File: src/rtl/io_window_ctrl.sv
// Multi-window expansion access decoder. Each window is a 64 KB block on A[23:16]. The block drives
// registered per-window read/write strobes with wait states, DTACK and a recovery gap.
module io_window_ctrl #(
  parameter int NUM_WIN     = 2,
  parameter int WAIT_RD     = 2,
  parameter int WAIT_WR     = 1,
  parameter int RECOVER_CYC = 1
) (
  input  logic                 C7M,
  input  logic                 RESET,
  input  logic [7:0]           A_HIGH,
  input  logic                 RW_n,
  input  logic                 AS_CPU_n,
  input  logic [8*NUM_WIN-1:0] BASE_VEC,
  input  logic [NUM_WIN-1:0]   CONFIGURED_n,
  output logic [NUM_WIN-1:0]   ACCESS,
  output logic [NUM_WIN-1:0]   ROM_OE_n,
  output logic [NUM_WIN-1:0]   ROM_WE_n,
  output logic                 DTACK_n,
  output logic                 BUSY
);

  localparam int IW = (NUM_WIN > 1) ? $clog2(NUM_WIN) : 1;
  localparam logic [3:0] RD_LOAD  = 4'(WAIT_RD);
  localparam logic [3:0] WR_LOAD  = 4'(WAIT_WR);
  localparam logic [3:0] REC_LOAD = 4'(RECOVER_CYC - 1);

  typedef enum logic [1:0] {IDLE, STROBE, ACK, RECOVER} state_t;

  state_t               state, state_next;
  logic [3:0]           cnt, cnt_next;
  logic [IW-1:0]        idx, idx_next;
  logic                 rw, rw_next;
  logic [NUM_WIN-1:0]   oe_next, we_next;
  logic                 dtack_next;
  logic [1:0]           as_sync;
  logic                 as_s;
  logic                 hit;
  logic [IW-1:0]        hit_idx;

  for (genvar gi = 0; gi < NUM_WIN; gi++) begin : g_decode
    assign ACCESS[gi] = !CONFIGURED_n[gi] && (A_HIGH == BASE_VEC[8*gi +: 8]) && !AS_CPU_n;
  end

  // Descending scan so the lowest-index hit is the one left standing.
  always_comb begin
    hit     = 1'b0;
    hit_idx = '0;
    for (int i = NUM_WIN - 1; i >= 0; i--) begin
      if (ACCESS[i]) begin
        hit     = 1'b1;
        hit_idx = IW'(i);
      end
    end
  end

  assign as_s = as_sync[1];
  assign BUSY = (state != IDLE);

  always_ff @(posedge C7M or posedge RESET) begin
    if (RESET) begin
      as_sync  <= 2'b11;
      state    <= IDLE;
      cnt      <= '0;
      idx      <= '0;
      rw       <= 1'b1;
      ROM_OE_n <= '1;
      ROM_WE_n <= '1;
      DTACK_n  <= 1'b1;
    end else begin
      as_sync  <= {as_sync[0], AS_CPU_n};
      state    <= state_next;
      cnt      <= cnt_next;
      idx      <= idx_next;
      rw       <= rw_next;
      ROM_OE_n <= oe_next;
      ROM_WE_n <= we_next;
      DTACK_n  <= dtack_next;
    end
  end

  always_comb begin
    state_next = state;
    cnt_next   = cnt;
    idx_next   = idx;
    rw_next    = rw;
    oe_next    = '1;
    we_next    = '1;
    dtack_next = 1'b1;
    case (state)
      IDLE: begin
        if (!as_s && hit) begin
          state_next = STROBE;
          idx_next   = hit_idx;
          rw_next    = RW_n;
          cnt_next   = RW_n ? RD_LOAD : WR_LOAD;
          if (RW_n) oe_next[hit_idx] = 1'b0;
          else      we_next[hit_idx] = 1'b0;
        end
      end
      STROBE: begin
        if (as_s) begin
          // CPU gave up before acknowledge: drop the strobe, never assert DTACK.
          state_next = RECOVER;
          cnt_next   = REC_LOAD;
        end else begin
          if (cnt == 4'd0) begin
            state_next = ACK;
            dtack_next = 1'b0;
          end else begin
            cnt_next = cnt - 4'd1;
          end
          if (rw) oe_next[idx] = 1'b0;
          else    we_next[idx] = 1'b0;
        end
      end
      ACK: begin
        if (as_s) begin
          state_next = RECOVER;
          cnt_next   = REC_LOAD;
        end else begin
          dtack_next = 1'b0;
          if (rw) oe_next[idx] = 1'b0;
          else    we_next[idx] = 1'b0;
        end
      end
      RECOVER: begin
        if (cnt == 4'd0) state_next = IDLE;
        else             cnt_next   = cnt - 4'd1;
      end
      default: state_next = IDLE;
    endcase
  end

endmodule

File: config.mk
export PLATFORM = sky130hd
export DESIGN_NAME = io_window_ctrl
export DESIGN_NICKNAME = d
export VERILOG_FILES = /design/src/rtl/io_window_ctrl.sv
export SDC_FILE = /design/constraint.sdc
export NUM_CORES = 1
export LEC_CHECK = 0
export BUFFER_PORTS_ARGS = -buffer_cell sky130_fd_sc_hd__buf_2
export CORE_MARGIN = 4
export CORE_UTILIZATION = 40
export CTS_CLUSTER_SIZE = 25
export DETAILED_ROUTE_END_ITERATION = 7
export PLACE_DENSITY = 0.77
export SLEW_MARGIN = 20
export SYNTH_ARGS = -nofsm -noshare
export SYNTH_HDL_FRONTEND = slang
export SYNTH_SLANG_ARGS = --single-unit
export TNS_END_PERCENT = 5
File: constraint.sdc
create_clock -name C7M -period 4.4 [get_ports C7M]
set_input_delay 0.66 -clock C7M [delete_from_list [all_inputs] [get_ports C7M]]
set_output_delay 0.66 -clock C7M [all_outputs]
set_load 0.005 [all_outputs]
==> impl_metrics.yaml <==
timing:
  fin_skew_ps: 1.38
  min_period_ps: 2530
  setup_violations: 0
  max_freq_mhz: 395
  slew_violations: 0
  fin_hold_ws_ps: 361
  hold_violations: 0
  fin_crit_sh: 0.575
  slew-limit-headroom: 0.624
  tightestPinTransition_ps: 563
  tns_ps: 0
  rsz0062_at_grt: "no"
worst_setup_path:
  rrSetupSlack_ps: 2430
  end_kind: "output port"
  ff2ff_path_depth: 7
  worstPathMaxFanout: 9
  startpoint: "A_HIGH[2]"
  worstReg2RegStart: "cnt[0]$_DFFE_PP0P_"
  r2r-end: "cnt[2]$_DFFE_PP0P_"
  criticalPathCategory: "input port to output port"
  required_ps: 3740
  start_kind: "input port"
  cp.arrival_ps: 1870
cts:
  cts_resized: 0
  clockRootBuffer: "clkbuf_4"
  hold_buffers: 0
  clk_latency_ps: 290
  post_cts_buffers: 0
  cts.path.max_buffers: 2
  h-tree-depth: 1
  cts_tree: "built"
  numCtsBuffers: 3
  numClockSinks: 15
  clkTransAtPathRegs_ps: 80
die:
  dieWidth_um: 60.1
  dieArea_um2: 3610
  ios: 38
  die_h_um: 60.1
  start_util: 0.431
  rows: 18
  core_um2: 2520
finish:
  regArea_um2: 385
  nFillCells: 245
  n_antenna_cell: 0
  multi_input_area_um2: 659
  drive_gt1_frac: 0.361
  finalNetCount: 191
  fin_area_um2: 1330
  fin_util: 0.526
  synthToLayoutAreaGrowth_pct: 22.2
global_routing:
  antenna_found_initial: 0
  grt_max_degree: 16
  grt_overflow: 0
  grtUsageTotal: 0.152
  grt_pass1_wl_um: 4110
  grt_pass1_vias: 1024
synthesis:
  yosys_most_used_dff: "dfstp_2"
  synth_top_area_share: 0.194
  synth_top_cell_by_area: "dfstp_2"
  ys_ff_latch: 15
  ys_types: 40
  ys_warn_count: 0
  ys_top_cells_by_area: "dfstp_2 (19%), dfrtp_1 (16%), xor2_1 (7.3%)"
  synth_edf_count: 0
  synth-async-reset-ratio: 1.00
  synth_nets: 151
  syn-cell-area_um2: 1090
  syn_inst: 116
  syn_area_per_cell_um2: 9.36
  yosysSeqAreaShare: 0.355
drt:
  ant_nets: 0
  drt-total-wl_um: 2470
  wl_per_cell_um: 13.3
  drt-initial-drc-count: 18
  viasPerCell: 5.44
  dr.pass1.iters: 3
  num_vias: 1006
  drc: 0
worst_hold_path:
  whs_path_depth: 0
  whs_endpoint: "as_sync[1]$_DFF_PP1_"
  hp-start: "as_sync[0]$_DFF_PP1_"
  hp-class: "register to register"
placement:
  place.gp.congestion: 0.836
  hpwl_um: 2010
  io_buffers: 37
  placed_area_um2: 1300
power:
  p_total_uw: 707
  peakVddDrop_v: 0.000257
  p_leak_uw: 0.000625
  p_per_area_nw_per_um2: 532
run:
  cap_viol_max_count: 0
run_status:
  status: "complete, no violations"
layout by cell type (no fill, tap or decap), types with 6 or more instances in the layout:
master   netlist  layout
nand2_1        6       6
a21oi_1        6       6
inv_1          9       9
xor2_1         9       9
nor2_1         7       7
dfrtp_1        7       7
dfstp_2        8       8
xnor2_1        7       7
buf_2          0      37
sequential cells by signal, indices dropped and copies added, names as in the netlist:
register and flops:
DTACK_n 1, ROM_OE_n 2, ROM_WE_n 2, as_sync 2
cnt 4, idx 1, rw 1, state 2
through the flow:
stage               cells  setup slack, ps
floorplan             116             2240
global placement      181             1900
detailed placement    181             1870
CTS                   185             1860
global route          185             1790
finish                185             1870
where the power goes:
part / switching (uW) / internal (uW)
Clock: 44.1 / 35.3
Combinational: 225 / 170
Sequential: 30.8 / 201
layout make-up:
cell class / count / share of cell area
multi-input combinational: 90 / 0.497
sequential: 15 / 0.290
timing repair buffer: 37 / 0.139
tap: 30 / 0.0283
inverter: 9 / 0.0254
clock buffer: 4 / 0.0198
critical path, cell delays in order:
cell and delay (ps):
buf_2 110, xor2_1 150, or3_4 340, nor3_4 410
buf_2 200
worst max path at each step:
stage | endpoint | slack [ps]
global placement | ACCESS[0] | 1900
global route | ACCESS[0] | 1790
finish | ACCESS[0] | 1870
floorplan | ACCESS[0] | 2240
CTS | ACCESS[0] | 1860
detailed placement | ACCESS[0] | 1870
cell usage after synthesis (3+ instances only):
library cell / instances
nor2_1: 7
nor3_1: 5
nand2_1: 6
o21ai_0: 5
ha_1: 5
dfstp_2: 8
dfrtp_1: 7
xnor2_1: 7
and2_1: 3
inv_1: 9
xor2_1: 9
a21oi_1: 6
nor4_1: 3
cell families (layout without fill, tap and decap cells):
logic type,after synthesis,after routing,synth area share
AND/OR/NAND/NOR,40,40,0.217
AO/OA/AOI/OAI,28,28,0.194
XOR/XNOR,16,16,0.129
flip-flops,15,15,0.355
buffers and inverters,11,50,0.0380
adder cells (fa/ha/maj),5,5,0.0576
multiplexers,1,1,0.0104
per-layer routing:
layer / vias to the layer above / wire, um / share of wire / track usage
li1: 495 / - / - / -
met2: 40 / 1230 / 0.50 / 0.289
met4: 0 / 65 / 0.026 / 0.0949
met5: - / 0 / 0 / 0
met1: 466 / 1010 / 0.41 / 0.153
met3: 5 / 161 / 0.065 / 0.0194
No activity file was read; power rests on OpenSTA's default activity.
